<file path="src/rtl/ms_slave_source.sv">
// ms_slave_source: self-checking stimulus source for master/slave test blocks.
// Sends a burst of consecutive integers, one per sync strobe, and after a
// fixed latency compares the partner's reply against value + EXPECT_OFFSET.
// All outputs are registered. Reset is asynchronous and active-high.

module ms_slave_source #(
    parameter int unsigned        NUM_ITEMS     = 8,      // items per burst, 1..255
    parameter int unsigned        RESP_LATENCY  = 2,      // strobe-to-sample cycles, 1..15
    parameter logic signed [31:0] EXPECT_OFFSET = 32'sd0  // added to each item to form the expected reply
) (
    input  logic               clk,
    input  logic               rst,
    input  logic               start,
    input  logic signed [31:0] start_value,
    input  logic signed [31:0] m_in,
    output logic signed [31:0] s_out,
    output logic               s_out_sync,
    output logic               busy,
    output logic               done,
    output logic        [7:0]  mismatch_count,
    output logic signed [31:0] last_rx
);

    // Index of the final item; a CHECK at this index ends the burst.
    localparam logic [7:0] LAST_INDEX = 8'(NUM_ITEMS - 1);
    // WAIT runs while the counter counts down to zero, so loading
    // RESP_LATENCY-1 gives exactly RESP_LATENCY cycles in WAIT.
    localparam logic [3:0] WAIT_LOAD  = 4'(RESP_LATENCY - 1);

    typedef enum logic [2:0] {
        S_IDLE   = 3'd0,
        S_SEND   = 3'd1,
        S_WAIT   = 3'd2,
        S_CHECK  = 3'd3,
        S_FINISH = 3'd4
    } state_t;

    // Registered state and datapath
    state_t      r_state;
    logic [31:0] r_base;
    logic [7:0]  r_index;
    logic [3:0]  r_wait_cnt;
    logic [31:0] r_s_out;
    logic        r_s_out_sync;
    logic        r_busy;
    logic        r_done;
    logic [7:0]  r_mismatch;
    logic [31:0] r_last_rx;

    // Next-state values produced by the combinational block
    state_t      w_state_next;
    logic [31:0] w_base_next;
    logic [7:0]  w_index_next;
    logic [3:0]  w_wait_cnt_next;
    logic [31:0] w_s_out_next;
    logic        w_s_out_sync_next;
    logic        w_busy_next;
    logic        w_done_next;
    logic [7:0]  w_mismatch_next;
    logic [31:0] w_last_rx_next;

    // Current item and the reply expected for it; both wrap modulo 2^32.
    logic [31:0] w_item;
    logic [31:0] w_expected;
    logic        w_reply_bad;

    assign w_item      = r_base + 32'(r_index);
    assign w_expected  = w_item + EXPECT_OFFSET;
    assign w_reply_bad = (m_in != w_expected);

    // State register
    // NOTE: sequential blocks use non-blocking assignments so every register
    // samples values from before the edge, independent of statement order.
    always_ff @(posedge clk or posedge rst) begin
        if (rst) begin
            r_state <= S_IDLE;
        end else begin
            r_state <= w_state_next;
        end
    end

    // Next-state and next-output decode for the burst sequencer
    always_comb begin
        // NOTE: every signal assigned here gets a default first; a path that
        // left one unassigned would infer a latch.
        w_state_next      = r_state;
        w_base_next       = r_base;
        w_index_next      = r_index;
        w_wait_cnt_next   = r_wait_cnt;
        w_s_out_next      = r_s_out;
        w_s_out_sync_next = 1'b0;
        w_busy_next       = r_busy;
        w_done_next       = 1'b0;
        w_mismatch_next   = r_mismatch;
        w_last_rx_next    = r_last_rx;

        case (r_state)
            S_IDLE: begin
                // start is only honoured here, so a busy source ignores it.
                if (start) begin
                    w_base_next     = start_value;
                    w_index_next    = 8'd0;
                    w_mismatch_next = 8'd0;
                    w_busy_next     = 1'b1;
                    w_state_next    = S_SEND;
                end
            end

            S_SEND: begin
                w_s_out_next      = w_item;
                w_s_out_sync_next = 1'b1;
                w_wait_cnt_next   = WAIT_LOAD;
                w_state_next      = S_WAIT;
            end

            S_WAIT: begin
                if (r_wait_cnt == 4'd0) begin
                    w_state_next = S_CHECK;
                end else begin
                    w_wait_cnt_next = r_wait_cnt - 4'd1;
                end
            end

            S_CHECK: begin
                w_last_rx_next = m_in;
                // Saturate so a long run of bad replies never wraps to zero.
                if (w_reply_bad && (r_mismatch != 8'hFF)) begin
                    w_mismatch_next = r_mismatch + 8'd1;
                end
                if (r_index == LAST_INDEX) begin
                    w_state_next = S_FINISH;
                end else begin
                    w_index_next = r_index + 8'd1;
                    w_state_next = S_SEND;
                end
            end

            S_FINISH: begin
                // done and the falling busy become visible in the same cycle.
                w_done_next  = 1'b1;
                w_busy_next  = 1'b0;
                w_state_next = S_IDLE;
            end

            default: begin
                w_state_next = S_IDLE;
            end
        endcase
    end

    // Datapath and output registers
    always_ff @(posedge clk or posedge rst) begin
        if (rst) begin
            r_base       <= '0;
            r_index      <= '0;
            r_wait_cnt   <= '0;
            r_s_out      <= '0;
            r_s_out_sync <= 1'b0;
            r_busy       <= 1'b0;
            r_done       <= 1'b0;
            r_mismatch   <= '0;
            r_last_rx    <= '0;
        end else begin
            r_base       <= w_base_next;
            r_index      <= w_index_next;
            r_wait_cnt   <= w_wait_cnt_next;
            r_s_out      <= w_s_out_next;
            r_s_out_sync <= w_s_out_sync_next;
            r_busy       <= w_busy_next;
            r_done       <= w_done_next;
            r_mismatch   <= w_mismatch_next;
            r_last_rx    <= w_last_rx_next;
        end
    end

    assign s_out          = r_s_out;
    assign s_out_sync     = r_s_out_sync;
    assign busy           = r_busy;
    assign done           = r_done;
    assign mismatch_count = r_mismatch;
    assign last_rx        = r_last_rx;

endmodule

</file>
<file path="config.mk">
export PLATFORM = sky130hd
export DESIGN_NAME = ms_slave_source
export DESIGN_NICKNAME = d
export VERILOG_FILES = /design/src/rtl/ms_slave_source.sv
export SDC_FILE = /design/constraint.sdc
export NUM_CORES = 1
export LEC_CHECK = 0
export CORE_AREA = 2 2 148 150
export DETAILED_ROUTE_END_ITERATION = 8
export DIE_AREA = 0 0 150 152
export SLEW_MARGIN = 20
export SYNTH_ARGS = -nofsm -noshare
export SYNTH_HDL_FRONTEND = slang
export SYNTH_SLANG_ARGS = --single-unit
</file>
<file path="constraint.sdc">
create_clock -name clk -period 3.93 [get_ports clk]
set_clock_uncertainty 0.2 [all_clocks]
set_input_delay 0.786 -clock clk [delete_from_list [all_inputs] [get_ports clk]]
set_output_delay 0.786 -clock clk [all_outputs]
set_load 0.02 [all_outputs]
</file>
======== Word-level counts from Yosys, hierarchy flattened ========
Cells that the tools add are included.
cells by class
  $add $sub $neg .......................... 4
  equality and inequality tests ........... 12
  muxes and demuxes ....................... 15
  reductions and logical operators ........ 12
operators by type and width
  cell                                              number
  adder 32 x 8 -> 32 bit                            1
  != test 32 bit                                    1
  case mux 8 bit (2 select lines)                   2
  two-way mux 8 bit                                 3
  adder 8 x 1 -> 8 bit, second input constant       2
  case mux 3 bit (4 select lines)                   1
  != test 2 bit, second input constant              5
  two-way mux 3 bit                                 3
  == test 8 x 3 -> 1 bit, second input constant     1
  != test 8 bit, second input constant              1
  case mux 4 bit (2 select lines)                   1
  AND reduction 2 bit                               4
  == test 3 x 2 -> 1 bit, second input constant     2
  AND reduction 3 bit                               2
  nonzero test 2 bit                                3
  zero test 4 bit                                   1
  two-way mux 4 bit                                 1
  subtractor 4 x 1 -> 4 bit, second input constant  1
  == test 3 x 1 -> 1 bit, second input constant     1
  == test 3 bit, second input constant              1
  zero test 3 bit                                   1
  two-way mux 1 bit                                 3
  case mux 1 bit (2 select lines)                   1
  logical AND 1 bit                                 1
word-level totals
  flip-flop bits (word level) ............. 122
  bits of input ports ..................... 67
  output and inout port bits .............. 75
  logic and storage cells ................. 53

======== Logic depth before layout (Yosys ltp) ========
Gate-level depths: netlist (run 1).
  word-level depth ........................ 5
  depth in mapped cells ................... 14
  depth with buffers taken out ............ 12

======== Worst setup path before layout (run 1) ========
Ideal clock, no wire load.
  kind .................................... reg2reg
  from .................................... reg r_index[0]
  to ...................................... reg r_mismatch[3], in the netlist mismatch_count[3]
  setup time .............................. 0.069 ns
  data arrival time ....................... 3.388 ns
  data required time ...................... 3.661 ns
  slack ................................... 0.273 ns
  cell stages (with the launch flop) ...... 15
  path buffers ............................ 2
  clock period less this slack ............ 3.657 ns
  cell sequence ........................... dfrtp_1 ha_1 fa_1 a211oi_1 o21ai_1 and2_1 buf_6 nand4_2 mux2_1 and4_1 and4_1 and3_1 buf_4 or4_1 nand3_1
between the ends
  word-level cells in the longest chain between the ends .. 5
ends and longest elaborated chain
  item                           line  source
  start: declaration             41    logic [7:0] r_index;
  start signal: assignment       165   r_index <= w_index_next;
  adder 32 x 8 -> 32 bit         67    assign w_item = r_base + 32'(r_index);
  != test 32 bit                 69    assign w_reply_bad = (m_in != w_expected);
  logical AND 1 bit              127   if (w_reply_bad && (r_mismatch != 8'hFF)) begin
  != test 2 bit (no line)        -
  AND reduction 3 bit (no line)  -
  end signal: assignment         171   r_mismatch <= w_mismatch_next;
  end: declaration               47    logic [7:0] r_mismatch;
No other way between the ends.
A chain may end at the register's enable or synchronous reset.

======== Worst setup path in the final report (run 1) ========
  from .................................... reg r_index[6]
  to ...................................... reg r_mismatch[6], in the netlist mismatch_count[6]
Same word-level chain as after synthesis.

==> run_summary.xml, run 1 <==
<?xml version="1.0" encoding="UTF-8"?>
<metrics>
  <group name="timing">
    <metric name="report.final.setup_viol" unit="">0</metric>
    <metric name="timing_hold_violations_final" unit="">0</metric>
    <metric name="timing.fmax" unit="GHz">0.264</metric>
    <metric name="max_slew.worst_pin.slew" unit="ns">0.859</metric>
    <metric name="final.min_clock_period" unit="ns">3.78</metric>
    <metric name="timing_max_transition_violations_final" unit="">0</metric>
    <metric name="final_cycle_utilization_of_the_critical_path" unit="">0.963</metric>
    <metric name="max-slew-margin-rel" unit="">0.427</metric>
  </group>
  <group name="layout">
    <metric name="area_growth_from_synthesis_to_layout" unit="%">39.8</metric>
    <metric name="utilization" unit="">0.440</metric>
    <metric name="area_of_combinational_cells_with_multiple_inputs" unit="sq um">3500</metric>
    <metric name="n_antenna_cell" unit="">0</metric>
    <metric name="area.sequential" unit="sq um">3050</metric>
    <metric name="fin_nets" unit="">1027</metric>
    <metric name="fillers" unit="">2167</metric>
    <metric name="share_of_cells_above_drive_strength_1" unit="">0.128</metric>
  </group>
  <group name="power">
    <metric name="power.density_cell_area" unit="nW/um^2">789</metric>
    <metric name="leakage" unit="nW">4.14</metric>
    <metric name="highest_ir_drop_seen_on_vdd" unit="V">0.000323</metric>
    <metric name="p_total" unit="mW">7.41</metric>
  </group>
  <group name="clock_network">
    <metric name="clock-root-buffer" unit="">sky130_fd_sc_hd__clkbuf_16</metric>
    <metric name="tritoncts" unit="">built</metric>
    <metric name="htree_levels" unit="">4</metric>
    <metric name="worst_setup_hold_path_clk_slew" unit="ns">0.05</metric>
    <metric name="tritoncts.num_buffers" unit="">17</metric>
    <metric name="cts_buffer_depth" unit="">2</metric>
    <metric name="worstSkewPairLatency" unit="ns">0.42</metric>
    <metric name="hold_buffers" unit="">0</metric>
    <metric name="numClockSinks" unit="">122</metric>
  </group>
  <group name="synthesis">
    <metric name="synth_sequential_area_ratio" unit="">0.455</metric>
    <metric name="edff_count_synth" unit="">0</metric>
    <metric name="share_of_flip_flops_with_an_asynchronous_set_or_reset" unit="">1.00</metric>
    <metric name="synth_fp_nets" unit="">854</metric>
    <metric name="ys_seq_elements" unit="">122</metric>
    <metric name="postSynthCellCount" unit="">774</metric>
    <metric name="netlist.area_leader.share" unit="">0.455</metric>
    <metric name="synthesis.yosys.warnings" unit="">0</metric>
    <metric name="top_cells_by_area_synth" unit="">sky130_fd_sc_hd__dfrtp_1, sky130_fd_sc_hd__nand2_1, sky130_fd_sc_hd__xnor2_1, sky130_fd_sc_hd__xor2_1, sky130_fd_sc_hd__o21ai_0</metric>
    <metric name="synth.largest_area_cell" unit="">sky130_fd_sc_hd__dfrtp_1</metric>
    <metric name="yosys_most_used_dff" unit="">sky130_fd_sc_hd__dfrtp_1</metric>
    <metric name="syn_area" unit="sq um">6720</metric>
    <metric name="syn-mean-instance-area" unit="sq um">8.68</metric>
    <metric name="synthDistinctLibCells" unit="">73</metric>
  </group>
  <group name="flow_run">
    <metric name="max_cap_viol_count" unit="">0</metric>
  </group>
  <group name="critical_path">
    <metric name="critPathCaptureType" unit="">register</metric>
    <metric name="crit_end" unit="">mismatch_count[6]</metric>
    <metric name="worstPathArrival" unit="ns">3.90</metric>
    <metric name="critPathMaxFanout" unit="">9</metric>
    <metric name="setup.reg_to_reg.worst_slack" unit="ns">0.15</metric>
    <metric name="worstReg2RegStart" unit="">r_index[6]</metric>
    <metric name="required" unit="ns">4.05</metric>
    <metric name="r2r_cells" unit="">12</metric>
    <metric name="critPathKind" unit="">reg2reg</metric>
    <metric name="start_kind" unit="">register</metric>
    <metric name="setup.worst_path.start" unit="">r_index[6]</metric>
    <metric name="r2r_end" unit="">mismatch_count[6]</metric>
  </group>
  <group name="worst_hold_path">
    <metric name="holdCritPathClass" unit="">reg2reg</metric>
    <metric name="hold_path_startpoint" unit="">last_rx[11]</metric>
  </group>
  <group name="route">
    <metric name="dr.pass1.iters" unit="">5</metric>
    <metric name="post-route-drc-count" unit="">0</metric>
    <metric name="first_iter_violations" unit="">400</metric>
    <metric name="detail_route.wl_per_cell" unit="um">17.3</metric>
    <metric name="vias_per_cell" unit="">4.95</metric>
    <metric name="routed-via-count" unit="">6140</metric>
    <metric name="routed_wirelength" unit="um">21400</metric>
    <metric name="detail-route-antenna-nets" unit="">0</metric>
  </group>
  <group name="die">
    <metric name="initial_utilization" unit="">0.315</metric>
    <metric name="rows" unit="">54</metric>
    <metric name="die_w" unit="um">150</metric>
    <metric name="dieHeight" unit="um">152</metric>
    <metric name="core" unit="sq um">21400</metric>
    <metric name="die_area" unit="sq um">22800</metric>
    <metric name="io-pin-count" unit="">142</metric>
  </group>
  <group name="global_routing">
    <metric name="grt_start_max_net_pins" unit="">58</metric>
    <metric name="first_global_vias" unit="">5975</metric>
    <metric name="grt_first_pass_wirelength" unit="um">33200</metric>
    <metric name="antenna_violations_before_repair" unit="">0</metric>
    <metric name="gr-usage-all-layers" unit="">0.190</metric>
    <metric name="grt_overflow" unit="">0</metric>
  </group>
  <group name="placement">
    <metric name="dp_hpwl" unit="um">16400</metric>
    <metric name="gp_routability_congestion" unit="">0.905</metric>
    <metric name="port-buffer-count" unit="">141</metric>
  </group>
  <group name="run_status">
    <metric name="status" unit="">complete, no violations</metric>
  </group>
</metrics>
synthesized netlist by cell type (all sizes together) (5+ instances only):
library cell / count
a211oi: 9
a21oi: 17
a31oi: 5
and2: 5
and3: 15
buf: 16
clkbuf: 24
dfrtp: 122
ha: 12
inv: 13
nand2: 248
nand2b: 6
nand3: 21
nand4: 16
nor2: 40
nor2b: 5
nor3: 13
nor4: 11
o211ai: 6
o21ai: 47
or2: 5
xnor2: 30
xor2: 27
logic make-up (layout without fill, tap and decap cells):
kind of cell	Yosys count	after routing	synth area share
AND/OR/NAND/NOR	400	400	0.277
flip-flops	122	122	0.455
AO/OA/AOI/OAI	121	121	0.122
multiplexers	7	7	0.0110
XOR/XNOR	57	57	0.0743
adder cells (fa/ha/maj)	13	13	0.0253
buffers and inverters	54	240	0.0354
layout by cell type, fill, tap and decap left out, types with 4 or more instances in the layout:
cell type                           n
sky130_fd_sc_hd__nand2_1          248
sky130_fd_sc_hd__a31oi_1            5
sky130_fd_sc_hd__nor2_1            37
sky130_fd_sc_hd__nand2b_1           6
sky130_fd_sc_hd__a211oi_1           7
sky130_fd_sc_hd__inv_1             12
sky130_fd_sc_hd__o211ai_1           5
sky130_fd_sc_hd__nor4_4             4
sky130_fd_sc_hd__clkbuf_8           5
sky130_fd_sc_hd__ha_1              11
sky130_fd_sc_hd__and3_1            12
sky130_fd_sc_hd__and2_1             4
sky130_fd_sc_hd__a21oi_1           16
sky130_fd_sc_hd__xor2_1            24
sky130_fd_sc_hd__o22ai_1            4
sky130_fd_sc_hd__o21ai_0           44
sky130_fd_sc_hd__clkdlybuf4s50_1  141
sky130_fd_sc_hd__nor3_1            11
sky130_fd_sc_hd__mux2i_1            4
sky130_fd_sc_hd__nand4_1           13
sky130_fd_sc_hd__nand3_1           19
sky130_fd_sc_hd__a21o_1             4
sky130_fd_sc_hd__clkinv_2           4
sky130_fd_sc_hd__xnor2_1           30
sky130_fd_sc_hd__nor4_1             7
sky130_fd_sc_hd__nor2b_1            5
sky130_fd_sc_hd__clkbuf_16         17
sky130_fd_sc_hd__buf_4             51
sky130_fd_sc_hd__or2_2              5
sky130_fd_sc_hd__dfrtp_1          122
worst min path at each step:
| stage | to | slack (ns) | cells after the start |
|---|---|---|---|
| 4_1_cts | last_rx[9] | 0.28 | 2 |
| 5_1_grt | last_rx[16] | 0.30 | 2 |
| 3_3_place_gp | last_rx[19] | 0.26 | 2 |
| 6_report | last_rx[11] | 0.27 | 2 |
| 3_5_place_dp | last_rx[29] | 0.26 | 2 |
| 2_1_floorplan | r_state[1] | 0.25 | 1 |
critical path, cell delays in order (launching register included):
cell	delay (ns)
sky130_fd_sc_hd__dfrtp_1	0.40
sky130_fd_sc_hd__ha_1	0.35
sky130_fd_sc_hd__a211oi_1	0.36
sky130_fd_sc_hd__o22ai_1	0.21
sky130_fd_sc_hd__nor2_2	0.37
sky130_fd_sc_hd__o32ai_1	0.15
sky130_fd_sc_hd__o21ai_0	0.29
sky130_fd_sc_hd__o211ai_1	0.20
sky130_fd_sc_hd__nor4_4	0.41
sky130_fd_sc_hd__buf_4	0.19
sky130_fd_sc_hd__and3_4	0.22
sky130_fd_sc_hd__nor2_2	0.06
sky130_fd_sc_hd__a311oi_2	0.27
final cells by class:
type | instances | area share
Clock inverter | 7 | 0.00933
Multi-Input combinational cell | 598 | 0.373
Inverter | 14 | 0.00600
Clock buffer | 25 | 0.0538
Timing Repair Buffer | 194 | 0.195
Sequential cell | 122 | 0.325
Tap cell | 280 | 0.0373
where the power goes:
group	switching (mW)	total (mW)	leakage, nW	internal (mW)
Combinational	2.07	3.60	2.31	1.53
Sequential	0.453	2.25	1.54	1.80
Clock	0.550	1.56	0.293	1.01
per-layer routing:
layer	track usage	wire, um	up-vias
met2	0.286	9560	212
li1	-	-	2996
met5	0	0	-
met4	0.0620	367	0
met1	0.268	10100	2912
met3	0.0465	1370	20
per-stage QoR:
step                      hold WS (ns)  setup WS (ns)  cells  cell area (sq um)  setup TNS (ns)
after detailed placement         0.261         -0.198   1207               8710          -0.962
after global routing             0.296        -0.0104   1240               9390         -0.0104
final                            0.273          0.146   1240               9390               0
after global placement           0.258         -0.200   1207               8710           -1.06
after CTS                        0.275         0.0542   1239               9330               0
after floorplan                  0.249          0.273    774               6720               0
registers in the layout, indices dropped and copies added, names as in the netlist, 3 cells and up:
register / cells
r_wait_cnt: 4
s_out: 32
r_base: 32
mismatch_count: 8
r_state: 3
last_rx: 32
r_index: 8
repair_timing:
item                                    CTS  global route
pin swaps                                 0             5
setup buffers                             0             1
resized for setup                         5             9
endpoints found under the setup margin    8             7
Note: power is estimated with default switching activity, not from simulation.
==> inputs of run 2 (changes only) <==
==> constraint.sdc (replaced) <==
create_clock -name clk -period 4.25 [get_ports clk]
set_clock_uncertainty 0.2 [all_clocks]
set_input_delay 0.85 -clock clk [delete_from_list [all_inputs] [get_ports clk]]
set_output_delay 0.85 -clock clk [all_outputs]
set_load 0.02 [all_outputs]
==> run_summary.xml, run 2 (synthesis results as in run 1) <==
<?xml version="1.0" encoding="UTF-8"?>
<metrics>
  <group name="route">
    <metric name="dr.pass1.iters" unit="">5</metric>
    <metric name="routed_wirelength" unit="um">21300</metric>
    <metric name="routed-via-count" unit="">6010</metric>
    <metric name="detail-route-antenna-nets" unit="">0</metric>
    <metric name="post-route-drc-count" unit="">0</metric>
    <metric name="vias_per_cell" unit="">4.97</metric>
    <metric name="first_iter_violations" unit="">419</metric>
    <metric name="detail_route.wl_per_cell" unit="um">17.6</metric>
  </group>
  <group name="timing">
    <metric name="max_slew.worst_pin.slew" unit="ns">0.871</metric>
    <metric name="timing.fmax" unit="GHz">0.248</metric>
    <metric name="timing_max_transition_violations_final" unit="">0</metric>
    <metric name="timing_hold_violations_final" unit="">0</metric>
    <metric name="rsz0062_at_grt" unit="">no</metric>
    <metric name="timing.setup.tns" unit="ns">0</metric>
    <metric name="report.final.setup_viol" unit="">0</metric>
    <metric name="final.min_clock_period" unit="ns">4.03</metric>
    <metric name="final_cycle_utilization_of_the_critical_path" unit="">0.949</metric>
    <metric name="max-slew-margin-rel" unit="">0.419</metric>
    <metric name="worst_hold_slack" unit="ns">0.271</metric>
  </group>
  <group name="layout">
    <metric name="utilization" unit="">0.425</metric>
    <metric name="final_cell_mix" unit="">sky130_fd_sc_hd__nand2_1, sky130_fd_sc_hd__clkdlybuf4s50_1, sky130_fd_sc_hd__dfrtp_1, sky130_fd_sc_hd__o21ai_0, sky130_fd_sc_hd__nor2_1</metric>
    <metric name="share_of_cells_above_drive_strength_1" unit="">0.0872</metric>
    <metric name="area_of_combinational_cells_with_multiple_inputs" unit="sq um">3430</metric>
    <metric name="fin_nets" unit="">996</metric>
    <metric name="most_frequent_standard_cell_in_the_layout_excluding_fill_and_tap_cells" unit="">sky130_fd_sc_hd__nand2_1</metric>
    <metric name="fillers" unit="">2168</metric>
    <metric name="area.sequential" unit="sq um">3050</metric>
    <metric name="n_antenna_cell" unit="">0</metric>
    <metric name="area_growth_from_synthesis_to_layout" unit="%">35.1</metric>
  </group>
  <group name="power">
    <metric name="power.density_cell_area" unit="nW/um^2">736</metric>
    <metric name="clkPwrFrac" unit="">0.213</metric>
    <metric name="power.share.switching" unit="">0.421</metric>
    <metric name="highest_ir_drop_seen_on_vdd" unit="V">0.000325</metric>
    <metric name="power.combinational.fraction" unit="">0.468</metric>
    <metric name="p_seq_frac" unit="">0.319</metric>
    <metric name="internal_cell_power" unit="mW">3.86</metric>
    <metric name="p_switching" unit="mW">2.81</metric>
    <metric name="leakage" unit="nW">3.97</metric>
  </group>
  <group name="clock_network">
    <metric name="cts_post_setup_buffers_inserted" unit="">0</metric>
    <metric name="clock-root-buffer" unit="">sky130_fd_sc_hd__clkbuf_16</metric>
    <metric name="worst_setup_hold_path_clk_slew" unit="ns">0.06</metric>
    <metric name="cts_buffer_depth" unit="">2</metric>
    <metric name="tritoncts.num_buffers" unit="">17</metric>
    <metric name="numClockSinks" unit="">122</metric>
    <metric name="htree_levels" unit="">4</metric>
    <metric name="worstSkewPairLatency" unit="ns">0.42</metric>
    <metric name="tritoncts" unit="">built</metric>
  </group>
  <group name="critical_path">
    <metric name="required" unit="ns">4.38</metric>
    <metric name="worstPathArrival" unit="ns">4.16</metric>
    <metric name="critPathMaxFanout" unit="">9</metric>
    <metric name="critical-path-max-stage-delay" unit="ns">0.44</metric>
    <metric name="sequence_of_cells_on_the_critical_path" unit="">ha_1 &gt; fa_1 &gt; a211oi_1 &gt; o21ai_1 &gt; and2_1 &gt; mux2i_1 &gt; o22ai_1 &gt; nor4_1 &gt; buf_4 &gt; and4_1 &gt; and3_2 &gt; nor2_2 &gt; a311oi_2</metric>
    <metric name="start_kind" unit="">register</metric>
    <metric name="crit_path_top_delay_cell" unit="">sky130_fd_sc_hd__nor4_1</metric>
    <metric name="critPathKind" unit="">reg2reg</metric>
    <metric name="critPathCaptureType" unit="">register</metric>
  </group>
  <group name="global_routing">
    <metric name="gr-usage-all-layers" unit="">0.193</metric>
    <metric name="grt_overflow" unit="">0</metric>
    <metric name="first_global_vias" unit="">5793</metric>
    <metric name="grt_first_pass_wirelength" unit="um">33600</metric>
    <metric name="antenna_violations_before_repair" unit="">0</metric>
    <metric name="grt_start_max_net_pins" unit="">62</metric>
  </group>
  <group name="die">
    <metric name="rows" unit="">54</metric>
    <metric name="die_area" unit="sq um">22800</metric>
    <metric name="die_w" unit="um">150</metric>
    <metric name="dieHeight" unit="um">152</metric>
    <metric name="core" unit="sq um">21400</metric>
    <metric name="io-pin-count" unit="">142</metric>
    <metric name="initial_utilization" unit="">0.315</metric>
  </group>
  <group name="flow_run">
    <metric name="max_cap_viol_count" unit="">0</metric>
  </group>
  <group name="worst_hold_path">
    <metric name="holdCritPathClass" unit="">reg2reg</metric>
  </group>
  <group name="placement">
    <metric name="dp_hpwl" unit="um">16200</metric>
    <metric name="port-buffer-count" unit="">141</metric>
    <metric name="gp_routability_congestion" unit="">0.955</metric>
  </group>
  <group name="run_status">
    <metric name="status" unit="">complete, no violations</metric>
  </group>
</metrics>
==> run 2: final cells by class <==
type / count / area share
Sequential cell: 122 / 0.337
Tap cell: 280 / 0.0386
Multi-Input combinational cell: 598 / 0.379
Clock inverter: 7 / 0.00993
Inverter: 14 / 0.00621
Timing Repair Buffer: 163 / 0.177
Clock buffer: 25 / 0.0535
==> run 2: critical path: cells and delay by family, from the launching register on <==
family,cells,cell delay (ns)
AOI/OAI and AO/OA,4,0.97
adders and majority gates,2,0.66
buffers and inverters,1,0.18
DFF,1,0.42
muxes,1,0.20
and+or+nand+nor,5,1.33
==> run 2: through the flow <==
step / worst slack, ns / std cells / cell area, sq um / total power, mW
6_report: 0.218 / 1209 / 9070 / 6.68
3_3_place_gp: 0.223 / 1177 / 8490 / 5.24
5_1_grt: 0.0273 / 1209 / 9070 / 7.15
2_1_floorplan: 0.593 / 774 / 6720 / 3.94
3_5_place_dp: 0.189 / 1177 / 8490 / 5.28
4_1_cts: 0.168 / 1209 / 9070 / 6.73
==> run 2: final timing paths <==
check	end	depth (start not counted)	from	slack, ns
worst max-delay path	mismatch_count[6]	13	r_index[0]	0.22
worst min-delay path	last_rx[1]	2	last_rx[1]	0.27
worst max register to register	mismatch_count[6]	13	r_index[0]	0.22
worst min register to register	last_rx[1]	2	last_rx[1]	0.27
max in group asynchronous	r_base[12]	3	rst	2.60
min in group asynchronous	mismatch_count[6]	2	rst	0.59
==> run 2: repair_timing <==
action	in CTS	in global routing
endpoints found under the setup margin	0	7
resized for setup	0	1
endpoints found under the hold margin	0	0
hold buffers	0	0
==> run 2: layer usage <==
layer | vias up | wire (um) | global-route usage
li1 | 2935 | - | -
met1 | 2874 | 10300 | 0.283
met2 | 178 | 9410 | 0.282
met3 | 23 | 1200 | 0.0423
met4 | 0 | 350 | 0.0602
met5 | - | 0 | 0
==> run 2: power groups by stage <==
stage	registers, mW	logic [mW]	clock network, mW
after floorplan	2.35	1.60	0
after global placement	2.13	3.11	0
after detailed placement	2.15	3.13	0
after CTS	2.13	3.14	1.46
after global routing	2.20	3.43	1.51
final	2.13	3.12	1.42
